==> src/rtl/multicycle_control_fsm.sv <==
// Multicycle processor main controller: Moore FSM that sequences the shared
// datapath (PC, unified memory, register file, ALU, result mux) over several
// cycles per instruction, with combinational ALU and immediate-type decoders.
// Supported instructions: lw, sw, R-type ALU, I-type ALU, beq, jal.
module multicycle_control_fsm #(
  parameter logic TRAP_ILLEGAL = 1'b0
) (
  input  logic       clk,
  input  logic       reset,
  input  logic [6:0] op,
  input  logic [2:0] funct3,
  input  logic       funct7b5,
  input  logic       zero,
  output logic       PCWrite,
  output logic       AdrSrc,
  output logic       MemWrite,
  output logic       IRWrite,
  output logic [1:0] ResultSrc,
  output logic [1:0] ALUSrcA,
  output logic [1:0] ALUSrcB,
  output logic [2:0] ALUControl,
  output logic [1:0] ImmSrc,
  output logic       RegWrite,
  output logic       illegal_op,
  output logic [3:0] state_dbg
);

  typedef enum logic [3:0] {
    S_FETCH    = 4'd0,
    S_DECODE   = 4'd1,
    S_MEMADR   = 4'd2,
    S_MEMREAD  = 4'd3,
    S_MEMWB    = 4'd4,
    S_MEMWRITE = 4'd5,
    S_EXECR    = 4'd6,
    S_EXECI    = 4'd7,
    S_ALUWB    = 4'd8,
    S_BEQ      = 4'd9,
    S_JAL      = 4'd10,
    S_HALT     = 4'd11
  } state_t;

  typedef enum logic [1:0] {
    ALUOP_ADD   = 2'b00,
    ALUOP_SUB   = 2'b01,
    ALUOP_FUNCT = 2'b10
  } aluop_t;

  localparam logic [6:0] OP_LW  = 7'b0000011;
  localparam logic [6:0] OP_SW  = 7'b0100011;
  localparam logic [6:0] OP_R   = 7'b0110011;
  localparam logic [6:0] OP_I   = 7'b0010011;
  localparam logic [6:0] OP_BEQ = 7'b1100011;
  localparam logic [6:0] OP_JAL = 7'b1101111;

  state_t state;
  state_t dec_state;
  aluop_t alu_op;
  logic   op_legal;
  logic   pc_update;
  logic   branch;
  logic   ir_write;
  logic   mem_write;
  logic   reg_write;

  // Opcode recognition shared by the next-state logic and illegal_op
  always_comb begin
    op_legal = (op == OP_LW) || (op == OP_SW) || (op == OP_R) ||
               (op == OP_I) || (op == OP_BEQ) || (op == OP_JAL);
  end

  // State register and next-state sequencing; HALT is left only via reset
  always_ff @(posedge clk) begin
    if (reset) begin
      state <= S_FETCH;
    end else begin
      case (state)
        S_FETCH:  state <= S_DECODE;
        S_DECODE: begin
          if ((op == OP_LW) || (op == OP_SW)) state <= S_MEMADR;
          else if (op == OP_R)                state <= S_EXECR;
          else if (op == OP_I)                state <= S_EXECI;
          else if (op == OP_BEQ)              state <= S_BEQ;
          else if (op == OP_JAL)              state <= S_JAL;
          else if (TRAP_ILLEGAL)              state <= S_HALT;
          else                                state <= S_FETCH;
        end
        S_MEMADR:   state <= (op == OP_SW) ? S_MEMWRITE : S_MEMREAD;
        S_MEMREAD:  state <= S_MEMWB;
        S_EXECR:    state <= S_ALUWB;
        S_EXECI:    state <= S_ALUWB;
        S_JAL:      state <= S_ALUWB;
        S_MEMWB:    state <= S_FETCH;
        S_MEMWRITE: state <= S_FETCH;
        S_ALUWB:    state <= S_FETCH;
        S_BEQ:      state <= S_FETCH;
        S_HALT:     state <= S_HALT;
        default:    state <= S_FETCH;
      endcase
    end
  end

  // Moore decode of selects and raw strobes; reset presents the FETCH decode
  always_comb begin
    dec_state = reset ? S_FETCH : state;
    AdrSrc    = 1'b0;
    ResultSrc = 2'b00;
    ALUSrcA   = 2'b00;
    ALUSrcB   = 2'b00;
    alu_op    = ALUOP_ADD;
    ir_write  = 1'b0;
    mem_write = 1'b0;
    reg_write = 1'b0;
    pc_update = 1'b0;
    branch    = 1'b0;
    case (dec_state)
      S_FETCH: begin
        ir_write  = 1'b1;
        ALUSrcB   = 2'b10;
        ResultSrc = 2'b10;
        pc_update = 1'b1;
      end
      S_DECODE: begin
        ALUSrcA = 2'b01;
        ALUSrcB = 2'b01;
      end
      S_MEMADR: begin
        ALUSrcA = 2'b10;
        ALUSrcB = 2'b01;
      end
      S_MEMREAD: begin
        AdrSrc = 1'b1;
      end
      S_MEMWB: begin
        ResultSrc = 2'b01;
        reg_write = 1'b1;
      end
      S_MEMWRITE: begin
        AdrSrc    = 1'b1;
        mem_write = 1'b1;
      end
      S_EXECR: begin
        ALUSrcA = 2'b10;
        alu_op  = ALUOP_FUNCT;
      end
      S_EXECI: begin
        ALUSrcA = 2'b10;
        ALUSrcB = 2'b01;
        alu_op  = ALUOP_FUNCT;
      end
      S_ALUWB: begin
        reg_write = 1'b1;
      end
      S_BEQ: begin
        ALUSrcA = 2'b10;
        alu_op  = ALUOP_SUB;
        branch  = 1'b1;
      end
      S_JAL: begin
        ALUSrcA   = 2'b01;
        ALUSrcB   = 2'b10;
        pc_update = 1'b1;
      end
      S_HALT: begin
      end
      default: begin
      end
    endcase
  end

  // Write strobes are suppressed for the whole reset cycle; branch uses live zero
  always_comb begin
    PCWrite    = ~reset & (pc_update | (branch & zero));
    IRWrite    = ~reset & ir_write;
    MemWrite   = ~reset & mem_write;
    RegWrite   = ~reset & reg_write;
    illegal_op = ~reset & (state == S_DECODE) & ~op_legal;
  end

  // ALU decoder: op[5] separates R-type sub from I-type addi
  always_comb begin
    case (alu_op)
      ALUOP_ADD: ALUControl = 3'b000;
      ALUOP_SUB: ALUControl = 3'b001;
      ALUOP_FUNCT: begin
        case (funct3)
          3'b000:  ALUControl = (op[5] & funct7b5) ? 3'b001 : 3'b000;
          3'b010:  ALUControl = 3'b101;
          3'b110:  ALUControl = 3'b011;
          3'b111:  ALUControl = 3'b010;
          default: ALUControl = 3'b000;
        endcase
      end
      default: ALUControl = 3'b000;
    endcase
  end

  // Immediate format follows the opcode in every state
  always_comb begin
    case (op)
      OP_SW:   ImmSrc = 2'b01;
      OP_BEQ:  ImmSrc = 2'b10;
      OP_JAL:  ImmSrc = 2'b11;
      default: ImmSrc = 2'b00;
    endcase
  end

  assign state_dbg = state;

endmodule

==> config.mk <==
export PLATFORM = sky130hd
export DESIGN_NAME = multicycle_control_fsm
export DESIGN_NICKNAME = d
export VERILOG_FILES = /design/src/rtl/multicycle_control_fsm.sv
export SDC_FILE = /design/constraint.sdc
export NUM_CORES = 1
export LEC_CHECK = 0
export ABC_AREA = 1
export BUFFER_PORTS_ARGS = -buffer_cell sky130_fd_sc_hd__buf_4
export CAP_MARGIN = 10
export CORE_AREA = 2 2 39 41
export DETAILED_ROUTE_END_ITERATION = 8
export DIE_AREA = 0 0 41 43
export GPL_TIMING_DRIVEN = 1
export PLACE_DENSITY_LB_ADDON = 0.08
export RECOVER_POWER = 50
export SLEW_MARGIN = 20
export SYNTH_ARGS = -nofsm -noshare
export SYNTH_HDL_FRONTEND = slang
export SYNTH_SLANG_ARGS = --single-unit
==> constraint.sdc <==
create_clock -name clk -period 3.62 [get_ports clk]
set_input_delay 0 -clock clk [delete_from_list [all_inputs] [get_ports clk]]
set_output_delay 0 -clock clk [all_outputs]
set_load 0.02 [all_outputs]
==> impl_results.html, run 1 <==
<table>
<tr><th>Metric</th><th>Value</th></tr>
<tr><th colspan="2">STA</th></tr>
<tr><td>Accumulated negative setup slack</td><td>0 ps</td></tr>
<tr><td>Achievable Freq</td><td>504 MHz</td></tr>
<tr><td>Setup ws final</td><td>1640 ps</td></tr>
<tr><td>Min cycle time layout</td><td>1980 ps</td></tr>
<tr><td>Post-route clock period utilization</td><td>54.8%</td></tr>
<tr><td>Worst-margin pin slew</td><td>322 ps</td></tr>
<tr><td>Relative max-transition margin</td><td>78.5%</td></tr>
<tr><td>Final Skew</td><td>1.25 ps</td></tr>
<tr><td>Final Max Slew Viols</td><td>0</td></tr>
<tr><td>Number of hold-slack violations in the final timing report</td><td>0</td></tr>
<tr><td>Setup repair after global routing missed its margin</td><td>false</td></tr>
<tr><td>Final setup viols</td><td>0</td></tr>
<tr><th colspan="2">Clock network</th></tr>
<tr><td>CTS tree</td><td>done</td></tr>
<tr><td>Quantity of gates resized following cts</td><td>0</td></tr>
<tr><td># Post-CTS Setup Buffers</td><td>0</td></tr>
<tr><td>Clock root buffer</td><td>sky130_fd_sc_hd__clkbuf_4</td></tr>
<tr><td>Number of buffers on the longest clock path</td><td>2</td></tr>
<tr><td>Htree depth</td><td>1</td></tr>
<tr><td>CTS clk-pin slew, worst paths</td><td>30 ps</td></tr>
<tr><td>Number of buffers added by the clock tree synthesis step</td><td>3</td></tr>
<tr><td>Clock latency reported for the late side of the worst-skew pair</td><td>230 ps</td></tr>
<tr><td>CTS Sinks</td><td>4</td></tr>
<tr><td>Cts hold-fix bufs</td><td>0</td></tr>
<tr><th colspan="2">Detailed routing</th></tr>
<tr><td>Vias post-DR</td><td>765</td></tr>
<tr><td>Number of antenna-violating nets in the routed design</td><td>0</td></tr>
<tr><td>Number of remaining DRC errors</td><td>0</td></tr>
<tr><td>Routed wirelength normalized by instance count</td><td>9.44 µm</td></tr>
<tr><td>Initial detailed-routing violation count</td><td>7</td></tr>
<tr><td>First-pass DRT Iterations</td><td>5</td></tr>
<tr><td>Total length of routed wires</td><td>1490 µm</td></tr>
<tr><td>Routed via count divided by cell count</td><td>4.84</td></tr>
<tr><th colspan="2">Finish</th></tr>
<tr><td>Most common library cell in the layout ignoring fill and taps</td><td>sky130_fd_sc_hd__nand2_1</td></tr>
<tr><td>Layout cells sized above 1</td><td>23.9%</td></tr>
<tr><td>Most used cells in the layout excluding fill and tap cells</td><td>sky130_fd_sc_hd__nand2_1, sky130_fd_sc_hd__buf_4, sky130_fd_sc_hd__inv_1, sky130_fd_sc_hd__nor2_1</td></tr>
<tr><td>Final non-filler cell area</td><td>805 µm²</td></tr>
<tr><td>Area growth from synthesis to final layout</td><td>42.9%</td></tr>
<tr><td>Max FFs per register</td><td>4</td></tr>
<tr><td>Final nets</td><td>160</td></tr>
<tr><td>Antenna fix cells</td><td>0</td></tr>
<tr><th colspan="2">Place</th></tr>
<tr><td>Post-DP Area</td><td>816 µm²</td></tr>
<tr><td>Detailed Place HPWL</td><td>1240 µm</td></tr>
<tr><td>Placer congestion estimate</td><td>0.840</td></tr>
<tr><td>Count of buffers from port buffering</td><td>34</td></tr>
<tr><td>Placement-stage worst setup slack</td><td>1900 ps</td></tr>
<tr><th colspan="2">GRT</th></tr>
<tr><td>First-pass GRT wire length</td><td>2460 µm</td></tr>
<tr><td>Leftover overflow at the end of global routing</td><td>0</td></tr>
<tr><td>Number of global-route vias before repair</td><td>635</td></tr>
<tr><td>Initial antenna violation count</td><td>0</td></tr>
<tr><td>Pin count of the biggest net entering global routing</td><td>11</td></tr>
<tr><td>Total global-route track usage</td><td>19.0%</td></tr>
<tr><th colspan="2">Power and ir drop</th></tr>
<tr><td>Relative contribution of the clock network to total power</td><td>34.2%</td></tr>
<tr><td>PwrDens</td><td>189 mW/mm²</td></tr>
<tr><td>Internal Pwr Total</td><td>0.000104 W</td></tr>
<tr><td>Static Leakage</td><td>0.428 nW</td></tr>
<tr><td>Sequential cell fraction of total power</td><td>31.7%</td></tr>
<tr><td>VDD IR max</td><td>0.194 mV</td></tr>
<tr><td>Design Power</td><td>0.000152 W</td></tr>
<tr><td>Gate power share</td><td>34.1%</td></tr>
<tr><td>Net switching power figure</td><td>0.0000480 W</td></tr>
<tr><td>Switching portion of total power</td><td>31.6%</td></tr>
<tr><th colspan="2">Flow run</th></tr>
<tr><td>Max-capacitance violation count</td><td>0</td></tr>
<tr><th colspan="2">Floorplan</th></tr>
<tr><td>Number of I/O pins</td><td>35</td></tr>
<tr><td>Floorplan core area</td><td>0.00138 mm²</td></tr>
<tr><td>Initial core utilization</td><td>40.7%</td></tr>
<tr><td>Std cell rows</td><td>14</td></tr>
<tr><td>Die X</td><td>41 µm</td></tr>
<tr><td>Full die area</td><td>0.00176 mm²</td></tr>
<tr><td>Die extent in y</td><td>43 µm</td></tr>
<tr><th colspan="2">Yosys</th></tr>
<tr><td>Mux share of post-synthesis cell area</td><td>0%</td></tr>
<tr><td>Fraction of the mapped netlist area in compound gates</td><td>11.6%</td></tr>
<tr><td>Total number of yosys warnings</td><td>0</td></tr>
<tr><td>Area of the mapped netlist</td><td>563 µm²</td></tr>
<tr><td>Simple logic cell fraction of the synthesized area</td><td>51.3%</td></tr>
<tr><td>Part of the Yosys area used for sequential elements</td><td>14.2%</td></tr>
<tr><td>Main combinational cell family by area after synthesis</td><td>simple AND/OR/NAND/NOR gates</td></tr>
<tr><td>Post-Synthesis Cells</td><td>107</td></tr>
<tr><td>Count of cell types in the netlist</td><td>19</td></tr>
<tr><td>Adder-cell share of the synthesized area</td><td>4.44%</td></tr>
<tr><td>Synth Area in XOR/XNOR</td><td>0%</td></tr>
<tr><td>Net count of the mapped netlist</td><td>123</td></tr>
<tr><td>Number of flip-flops and latches in the synthesized netlist</td><td>4</td></tr>
<tr><td>Synthesized area divided by synthesized cell count</td><td>5.26 µm²</td></tr>
<tr><th colspan="2">Critical path</th></tr>
<tr><td>Crit path max-delay cell type</td><td>sky130_fd_sc_hd__dfxtp_1</td></tr>
<tr><td>Slowest Stage Delay on Critical Path</td><td>360 ps</td></tr>
<tr><td>Critical path arrival</td><td>1980 ps</td></tr>
<tr><td>Crit path cell chain</td><td>inv_1 -&gt; nor2_1 -&gt; inv_1 -&gt; nor2_1 -&gt; inv_1 -&gt; ha_1 -&gt; nor4_1 -&gt; buf_4</td></tr>
<tr><td>Crit Path Max Fanout</td><td>4</td></tr>
<tr><td>Required time reported for the critical path endpoint</td><td>3620 ps</td></tr>
<tr><td>Library cell appearing most often on the critical path</td><td>sky130_fd_sc_hd__inv_1</td></tr>
<tr><td>Type of origin of the critical path</td><td>flop</td></tr>
<tr><td>Critical path class</td><td>flop to output pin</td></tr>
<tr><td>Kind of end point of the critical path</td><td>output pin</td></tr>
<tr><th colspan="2">Status</th></tr>
<tr><td>Outcome</td><td>completed</td></tr>
<tr><th colspan="2">Min path</th></tr>
<tr><td>Hold/Removal Path Class</td><td>primary input to flop</td></tr>
</table>
logic make-up (layout without fill, tap and decap cells):
| kind of cell | after synthesis | after routing |
|---|---|---|
| and+or+nand+nor | 67 | 67 |
| buffers and inverters | 23 | 58 |
| AOI/OAI and AO/OA | 11 | 11 |
| DFF | 4 | 4 |
| adders and majority gates | 2 | 2 |
worst paths after layout:
kind                        endpoint  slack, ps                    start  cells past startpoint
max                    ALUControl[2]       1640  state_dbg[2]$_SDFF_PP0_                      8
min          state_dbg[3]$_SDFF_PP0_         20                    reset                      2
max reg2reg  state_dbg[0]$_SDFF_PP0_       2370  state_dbg[2]$_SDFF_PP0_                      7
min reg2reg  state_dbg[3]$_SDFF_PP0_        710  state_dbg[3]$_SDFF_PP0_                      3
worst max-delay path, delay by kind of cell (launching register included):
kind	cells	cell delay, ps
fa+ha+maj	1	300
buf+inv	4	470
flops	1	360
simple gates	3	630
routing by layer:
metal	track usage [%]	up-vias	part of all wire [%]	wire, µm
met4	4.67	0	0	0
met3	2.09	0	5.3	79
met2	30.0	23	49	725
met5	0	-	0	0
li1	-	406	-	-
met1	26.4	336	46	687
per-stage QoR:
stage	utilization [%]	hold WS [ps]	cells
after global placement	59.0	263	155
after detailed placement	59.0	263	155
after floorplan	-	82.4	107
after global routing	58.1	22.3	158
final	58.1	24.6	158
after CTS	60.6	19.1	158
cell usage after synthesis:
library cell / instances / area, µm²
sky130_fd_sc_hd__o21ai_2: 2 / 17.5
sky130_fd_sc_hd__nor2_2: 1 / 6.26
sky130_fd_sc_hd__o22ai_1: 2 / 12.5
sky130_fd_sc_hd__nand2_1: 29 / 109
sky130_fd_sc_hd__nand3b_1: 1 / 7.51
sky130_fd_sc_hd__nor3_1: 3 / 15.0
sky130_fd_sc_hd__inv_1: 20 / 75.1
sky130_fd_sc_hd__dfxtp_1: 4 / 80.1
sky130_fd_sc_hd__nand3_1: 8 / 40.0
sky130_fd_sc_hd__a21oi_1: 5 / 25.0
sky130_fd_sc_hd__nor4_1: 1 / 6.26
sky130_fd_sc_hd__ha_1: 2 / 25.0
sky130_fd_sc_hd__buf_6: 2 / 22.5
sky130_fd_sc_hd__o21ai_0: 2 / 10.0
sky130_fd_sc_hd__inv_4: 1 / 6.26
sky130_fd_sc_hd__nand4_1: 2 / 12.5
sky130_fd_sc_hd__nor2_4: 1 / 11.3
sky130_fd_sc_hd__nor2_1: 20 / 75.1
sky130_fd_sc_hd__nand2_2: 1 / 6.26
power by group through the flow:
stage | sequential (W) | combinational [W] | clock, W
6_report | 0.0000482 | 0.0000518 | 0.0000520
5_1_grt | 0.0000483 | 0.0000575 | 0.0000582
4_1_cts | 0.0000484 | 0.0000539 | 0.0000548
3_5_place_dp | 0.0000490 | 0.0000538 | 0
3_3_place_gp | 0.0000491 | 0.0000528 | 0
2_1_floorplan | 0.0000484 | 0.0000304 | 0
layout make-up:
| class | instances | area [µm²] |
|---|---|---|
| flip-flops and latches | 4 | 80.1 |
| multi-input cells | 80 | 375 |
| fillers | 168 | 579 |
| inverters | 21 | 81.3 |
| well taps | 16 | 20.0 |
| repair buffers | 34 | 225 |
| clock buffers | 3 | 22.5 |
No activity file was read; power rests on OpenSTA's default activity.
==> inputs of run 2 (changes only) <==
--- a/config.mk
+++ b/config.mk
@@ -5,12 +5,12 @@
 export SDC_FILE = /design/constraint.sdc
 export NUM_CORES = 1
 export LEC_CHECK = 0
-export ABC_AREA = 1
+export ABC_AREA = 0
 export BUFFER_PORTS_ARGS = -buffer_cell sky130_fd_sc_hd__buf_4
 export CAP_MARGIN = 10
-export CORE_AREA = 2 2 39 41
+export CORE_MARGIN = 2
+export CORE_UTILIZATION = 44
 export DETAILED_ROUTE_END_ITERATION = 8
-export DIE_AREA = 0 0 41 43
 export GPL_TIMING_DRIVEN = 1
 export PLACE_DENSITY_LB_ADDON = 0.08
 export RECOVER_POWER = 50
==> constraint.sdc (replaced) <==
create_clock -name clk -period 2 [get_ports clk]
set_input_delay 0 -clock clk [delete_from_list [all_inputs] [get_ports clk]]
set_output_delay 0 -clock clk [all_outputs]
set_load 0.02 [all_outputs]
==> run 2 against run 1 <==
  * Power grew 96%
  * Cell area grew 9.3%
  * Clock power grew 92%
  * Global-route usage grew 1.5 points
  * Worst hold slack lost 2.3 ps
  * Largest cell class unchanged
  * Clock skew grew 3.3 ps
  * Highest routed layer is now met4
  * Critical path depth shrank 3
  * Synthesized cell count shrank 12%
  * Final cell count shrank 10%
  * Register-to-register slack lost 1800 ps
  * Worst setup slack lost 1500 ps
==> impl_results.html, run 2 <==
<table>
<tr><th>Metric</th><th>Value</th></tr>
<tr><th colspan="2">STA</th></tr>
<tr><td>Setup repair after global routing missed its margin</td><td>false (unchanged)</td></tr>
<tr><td>Final Skew</td><td>4.55 ps (was 1.25 ps)</td></tr>
<tr><td>Accumulated negative setup slack</td><td>0 ps (unchanged)</td></tr>
<tr><td>Relative max-transition margin</td><td>56.3% (was 78.5%)</td></tr>
<tr><td>Final Max Slew Viols</td><td>0 (unchanged)</td></tr>
<tr><td>Achievable Freq</td><td>546 MHz</td></tr>
<tr><td>Final setup viols</td><td>0 (unchanged)</td></tr>
<tr><td>Worst-margin pin slew</td><td>655 ps (was 322 ps)</td></tr>
<tr><td>Post-route clock period utilization</td><td>91.6%</td></tr>
<tr><td>Number of hold-slack violations in the final timing report</td><td>0 (unchanged)</td></tr>
<tr><td>Min cycle time layout</td><td>1830 ps</td></tr>
<tr><th colspan="2">Detailed routing</th></tr>
<tr><td>Number of remaining DRC errors</td><td>0 (unchanged)</td></tr>
<tr><td>Routed wirelength normalized by instance count</td><td>12.0 µm (was 9.44 µm)</td></tr>
<tr><td>Total length of routed wires</td><td>1710 µm (was 1490 µm)</td></tr>
<tr><td>Routed via count divided by cell count</td><td>5.42 (was 4.84)</td></tr>
<tr><td>Number of antenna-violating nets in the routed design</td><td>0 (unchanged)</td></tr>
<tr><td>Initial detailed-routing violation count</td><td>13 (was 7)</td></tr>
<tr><td>Vias post-DR</td><td>770 (was 765)</td></tr>
<tr><td>First-pass DRT Iterations</td><td>4 (was 5)</td></tr>
<tr><th colspan="2">Flow run</th></tr>
<tr><td>Max-capacitance violation count</td><td>0 (unchanged)</td></tr>
<tr><th colspan="2">Place</th></tr>
<tr><td>Placed Instances</td><td>139 (was 155)</td></tr>
<tr><td>Detailed Place HPWL</td><td>1360 µm (was 1240 µm)</td></tr>
<tr><td>Placer congestion estimate</td><td>0.863 (was 0.840)</td></tr>
<tr><td>Count of buffers from port buffering</td><td>34 (unchanged)</td></tr>
<tr><th colspan="2">Yosys</th></tr>
<tr><td>Ranking of synthesized cells by instance count</td><td>sky130_fd_sc_hd__nor2_1, sky130_fd_sc_hd__and3_1, sky130_fd_sc_hd__a21oi_1, sky130_fd_sc_hd__inv_1 (was sky130_fd_sc_hd__nand2_1, sky130_fd_sc_hd__inv_1, sky130_fd_sc_hd__nor2_1)</td></tr>
<tr><td>Post-Synthesis Cells</td><td>94 (was 107)</td></tr>
<tr><td>Async set-reset flop share out of synthesis</td><td>0% (unchanged)</td></tr>
<tr><td>Area of the mapped netlist</td><td>654 µm² (was 563 µm²)</td></tr>
<tr><td>Total number of yosys warnings</td><td>0 (unchanged)</td></tr>
<tr><td>Synthesized area divided by synthesized cell count</td><td>6.96 µm² (was 5.26 µm²)</td></tr>
<tr><td>Area fraction of the dominant cell type after synthesis</td><td>12.2% (was 19.3%)</td></tr>
<tr><td>Number of synthesized flops with an enable pin</td><td>0 (unchanged)</td></tr>
<tr><td>Cell type contributing the most total cell area after synthesis</td><td>sky130_fd_sc_hd__dfxtp_1 (was sky130_fd_sc_hd__nand2_1)</td></tr>
<tr><td>Commonest register cell after synthesis</td><td>sky130_fd_sc_hd__dfxtp_1 (unchanged)</td></tr>
<tr><td>Most common cell in the synthesized netlist</td><td>sky130_fd_sc_hd__nor2_1 (was sky130_fd_sc_hd__nand2_1)</td></tr>
<tr><td>Part of the Yosys area used for sequential elements</td><td>12.2% (was 14.2%)</td></tr>
<tr><td>Count of cell types in the netlist</td><td>35 (was 19)</td></tr>
<tr><td>Top cells by area, synth</td><td>sky130_fd_sc_hd__dfxtp_1, sky130_fd_sc_hd__clkbuf_8, sky130_fd_sc_hd__nor2_1 (was sky130_fd_sc_hd__nand2_1, sky130_fd_sc_hd__dfxtp_1, sky130_fd_sc_hd__inv_1)</td></tr>
<tr><td>Net count of the mapped netlist</td><td>110 (was 123)</td></tr>
<tr><td>Number of flip-flops and latches in the synthesized netlist</td><td>4 (unchanged)</td></tr>
<tr><th colspan="2">Critical path</th></tr>
<tr><td>Crit path cell chain</td><td>nor2_1 -&gt; and3_1 -&gt; ha_1 -&gt; nor4_2 -&gt; buf_4 (was inv_1 -&gt; nor2_1 -&gt; inv_1 -&gt; nor2_1 -&gt; inv_1 -&gt; ha_1 -&gt; nor4_1 -&gt; buf_4)</td></tr>
<tr><td>Kind of end point of the critical path</td><td>output pin (unchanged)</td></tr>
<tr><td>Crit Path Max Fanout</td><td>9 (was 4)</td></tr>
<tr><td>Slowest Stage Delay on Critical Path</td><td>460 ps (was 360 ps)</td></tr>
<tr><td>Crit path max-delay cell type</td><td>sky130_fd_sc_hd__dfxtp_1 (unchanged)</td></tr>
<tr><td>Type of origin of the critical path</td><td>flop (unchanged)</td></tr>
<tr><td>Startpoint of the worst-slack reg-to-reg timing path</td><td>state_dbg[0]$_SDFF_PP0_ (was state_dbg[2]$_SDFF_PP0_)</td></tr>
<tr><td>Critical path arrival</td><td>1830 ps (was 1980 ps)</td></tr>
<tr><td>Required time reported for the critical path endpoint</td><td>2000 ps (was 3620 ps)</td></tr>
<tr><td>Critical path class</td><td>flop to output pin (unchanged)</td></tr>
<tr><td>Worst setup path startpoint</td><td>state_dbg[2]$_SDFF_PP0_ (unchanged)</td></tr>
<tr><th colspan="2">Finish</th></tr>
<tr><td>Max FFs per register</td><td>4 (unchanged)</td></tr>
<tr><td>Antenna fix cells</td><td>0 (unchanged)</td></tr>
<tr><td>Final nets</td><td>145 (was 160)</td></tr>
<tr><td>Area growth from synthesis to final layout</td><td>34.4% (was 42.9%)</td></tr>
<tr><td>Non-filler instance count after layout</td><td>142 (was 158)</td></tr>
<tr><td>Most common library cell in the layout ignoring fill and taps</td><td>sky130_fd_sc_hd__buf_4 (was sky130_fd_sc_hd__nand2_1)</td></tr>
<tr><td>Layout cells sized above 1</td><td>31.5% (was 23.9%)</td></tr>
<tr><td>Most used cells in the layout excluding fill and tap cells</td><td>sky130_fd_sc_hd__buf_4, sky130_fd_sc_hd__nor2_1, sky130_fd_sc_hd__clkbuf_1, sky130_fd_sc_hd__and3_1 (was sky130_fd_sc_hd__nand2_1, sky130_fd_sc_hd__buf_4, sky130_fd_sc_hd__inv_1, sky130_fd_sc_hd__nor2_1)</td></tr>
<tr><th colspan="2">Floorplan</th></tr>
<tr><td>Initial core utilization</td><td>48.5% (was 40.7%)</td></tr>
<tr><td>Full die area</td><td>0.00181 mm² (was 0.00176 mm²)</td></tr>
<tr><td>Floorplan core area</td><td>0.00135 mm² (was 0.00138 mm²)</td></tr>
<tr><td>Die X</td><td>42.6 µm (was 41 µm)</td></tr>
<tr><td>Std cell rows</td><td>13 (was 14)</td></tr>
<tr><td>Number of I/O pins</td><td>35 (unchanged)</td></tr>
<tr><td>Die extent in y</td><td>42.6 µm (was 43 µm)</td></tr>
<tr><th colspan="2">Power and ir drop</th></tr>
<tr><td>VDD IR max</td><td>0.297 mV (was 0.194 mV)</td></tr>
<tr><td>Static Leakage</td><td>0.398 nW (was 0.428 nW)</td></tr>
<tr><td>PwrDens</td><td>339 mW/mm² (was 189 mW/mm²)</td></tr>
<tr><th colspan="2">Clock network</th></tr>
<tr><td>CTS tree</td><td>done (unchanged)</td></tr>
<tr><td>Number of buffers added by the clock tree synthesis step</td><td>3 (unchanged)</td></tr>
<tr><td>Htree depth</td><td>1 (unchanged)</td></tr>
<tr><td># Post-CTS Setup Buffers</td><td>0 (unchanged)</td></tr>
<tr><td>CTS Sinks</td><td>4 (unchanged)</td></tr>
<tr><td>CTS clk-pin slew, worst paths</td><td>40 ps (was 30 ps)</td></tr>
<tr><td>Quantity of gates resized following cts</td><td>0 (unchanged)</td></tr>
<tr><td>Cts hold-fix bufs</td><td>0 (unchanged)</td></tr>
<tr><td>Number of buffers on the longest clock path</td><td>2 (unchanged)</td></tr>
<tr><td>Clock latency reported for the late side of the worst-skew pair</td><td>240 ps (was 230 ps)</td></tr>
<tr><td>Clock root buffer</td><td>sky130_fd_sc_hd__clkbuf_4 (unchanged)</td></tr>
<tr><th colspan="2">GRT</th></tr>
<tr><td>First-pass GRT wire length</td><td>2930 µm (was 2460 µm)</td></tr>
<tr><td>Initial antenna violation count</td><td>0 (unchanged)</td></tr>
<tr><td>Total global-route track usage</td><td>20.5% (was 19.0%)</td></tr>
<tr><td>Number of global-route vias before repair</td><td>660 (was 635)</td></tr>
<tr><td>Leftover overflow at the end of global routing</td><td>0 (unchanged)</td></tr>
<tr><td>Pin count of the biggest net entering global routing</td><td>20 (was 11)</td></tr>
<tr><th colspan="2">Min path</th></tr>
<tr><td>Hold/Removal Path Class</td><td>primary input to flop (unchanged)</td></tr>
<tr><td>Hold Crit Start</td><td>reset (unchanged)</td></tr>
<tr><th colspan="2">Status</th></tr>
<tr><td>Outcome</td><td>completed (unchanged)</td></tr>
</table>
run 2: cell count changes after synthesis, moves of 3 or more:
cell                       before  now
sky130_fd_sc_hd__xnor2_1        0    3
sky130_fd_sc_hd__nand3_1        8    3
sky130_fd_sc_hd__clkbuf_8       0    4
sky130_fd_sc_hd__inv_1         20    6
sky130_fd_sc_hd__o21ai_0        2    5
sky130_fd_sc_hd__nand2_1       29    5
sky130_fd_sc_hd__nor2_1        20   13
sky130_fd_sc_hd__and3_1         0    7
run 2: kinds of logic (layout without fill, tap and decap cells):
| kind of cell | after synthesis | count (layout) | synth area share [%] |
|---|---|---|---|
| AND/OR/NAND/NOR | 49 | 49 | 43.0 |
| AO/OA/AOI/OAI | 20 | 20 | 18.9 |
| buffers and inverters | 14 | 47 | 15.3 |
| XOR/XNOR | 5 | 5 | 6.69 |
| flip-flops | 4 | 4 | 12.2 |
| adder cells (fa/ha/maj) | 2 | 2 | 3.82 |
run 2: power by group:
group	internal, W	total (W)	switching, W	leakage (nW)
Combinational	0.0000520	0.000115	0.0000630	0.351
Sequential	0.0000823	0.0000832	0.000000915	0.0326
Clock	0.0000671	0.0000999	0.0000328	0.0138
Total	0.000201	0.000298	0.0000967	0.398
run 2: through the flow:
stage                     utilization (%)  worst slack (ps)  hold WS [ps]  total power (W)  instance area, µm²
final                                65.2               168          22.3         0.000298                 880
after global routing                 65.2              39.7          40.1         0.000321                 880
after CTS                            67.4               152          24.0         0.000304                 910
after floorplan                         -               120          52.7         0.000156                 661
after global placement               65.7               472           268         0.000202                 887
after detailed placement             65.7               411           270         0.000204                 887
run 2: worst paths after layout:
check / to / slack [ps] / depth (start not counted)
setup / recovery: ALUControl[2] / 170 / 5
hold / removal: state_dbg[1]$_SDFF_PP0_ / 20 / 2
setup reg to reg: state_dbg[0]$_SDFF_PP0_ / 550 / 4
hold reg to reg: state_dbg[0]$_SDFF_PP0_ / 700 / 2
run 2: layout make-up:
cell class	instances	area [µm²]
clock buffers	3	22.5
fillers	143	470
multi-input cells	76	480
flip-flops and latches	4	80.1
well taps	15	18.8
repair buffers	38	255
inverters	6	22.5
run 2: layer usage:
layer  track usage [%]  routed length (µm)  up-vias
li1                  -                   -      400
met1              27.8                 783      339
met2              32.6                 802       29
met3              5.17                 107        2
met4              3.75                  12        0
met5                 0                   0        -
run 2: critical path: cells and delay by family (launching register included):
kind	cells	cell delay, ps
buf+inv	1	180
simple gates	3	630
flops	1	460
fa+ha+maj	1	320
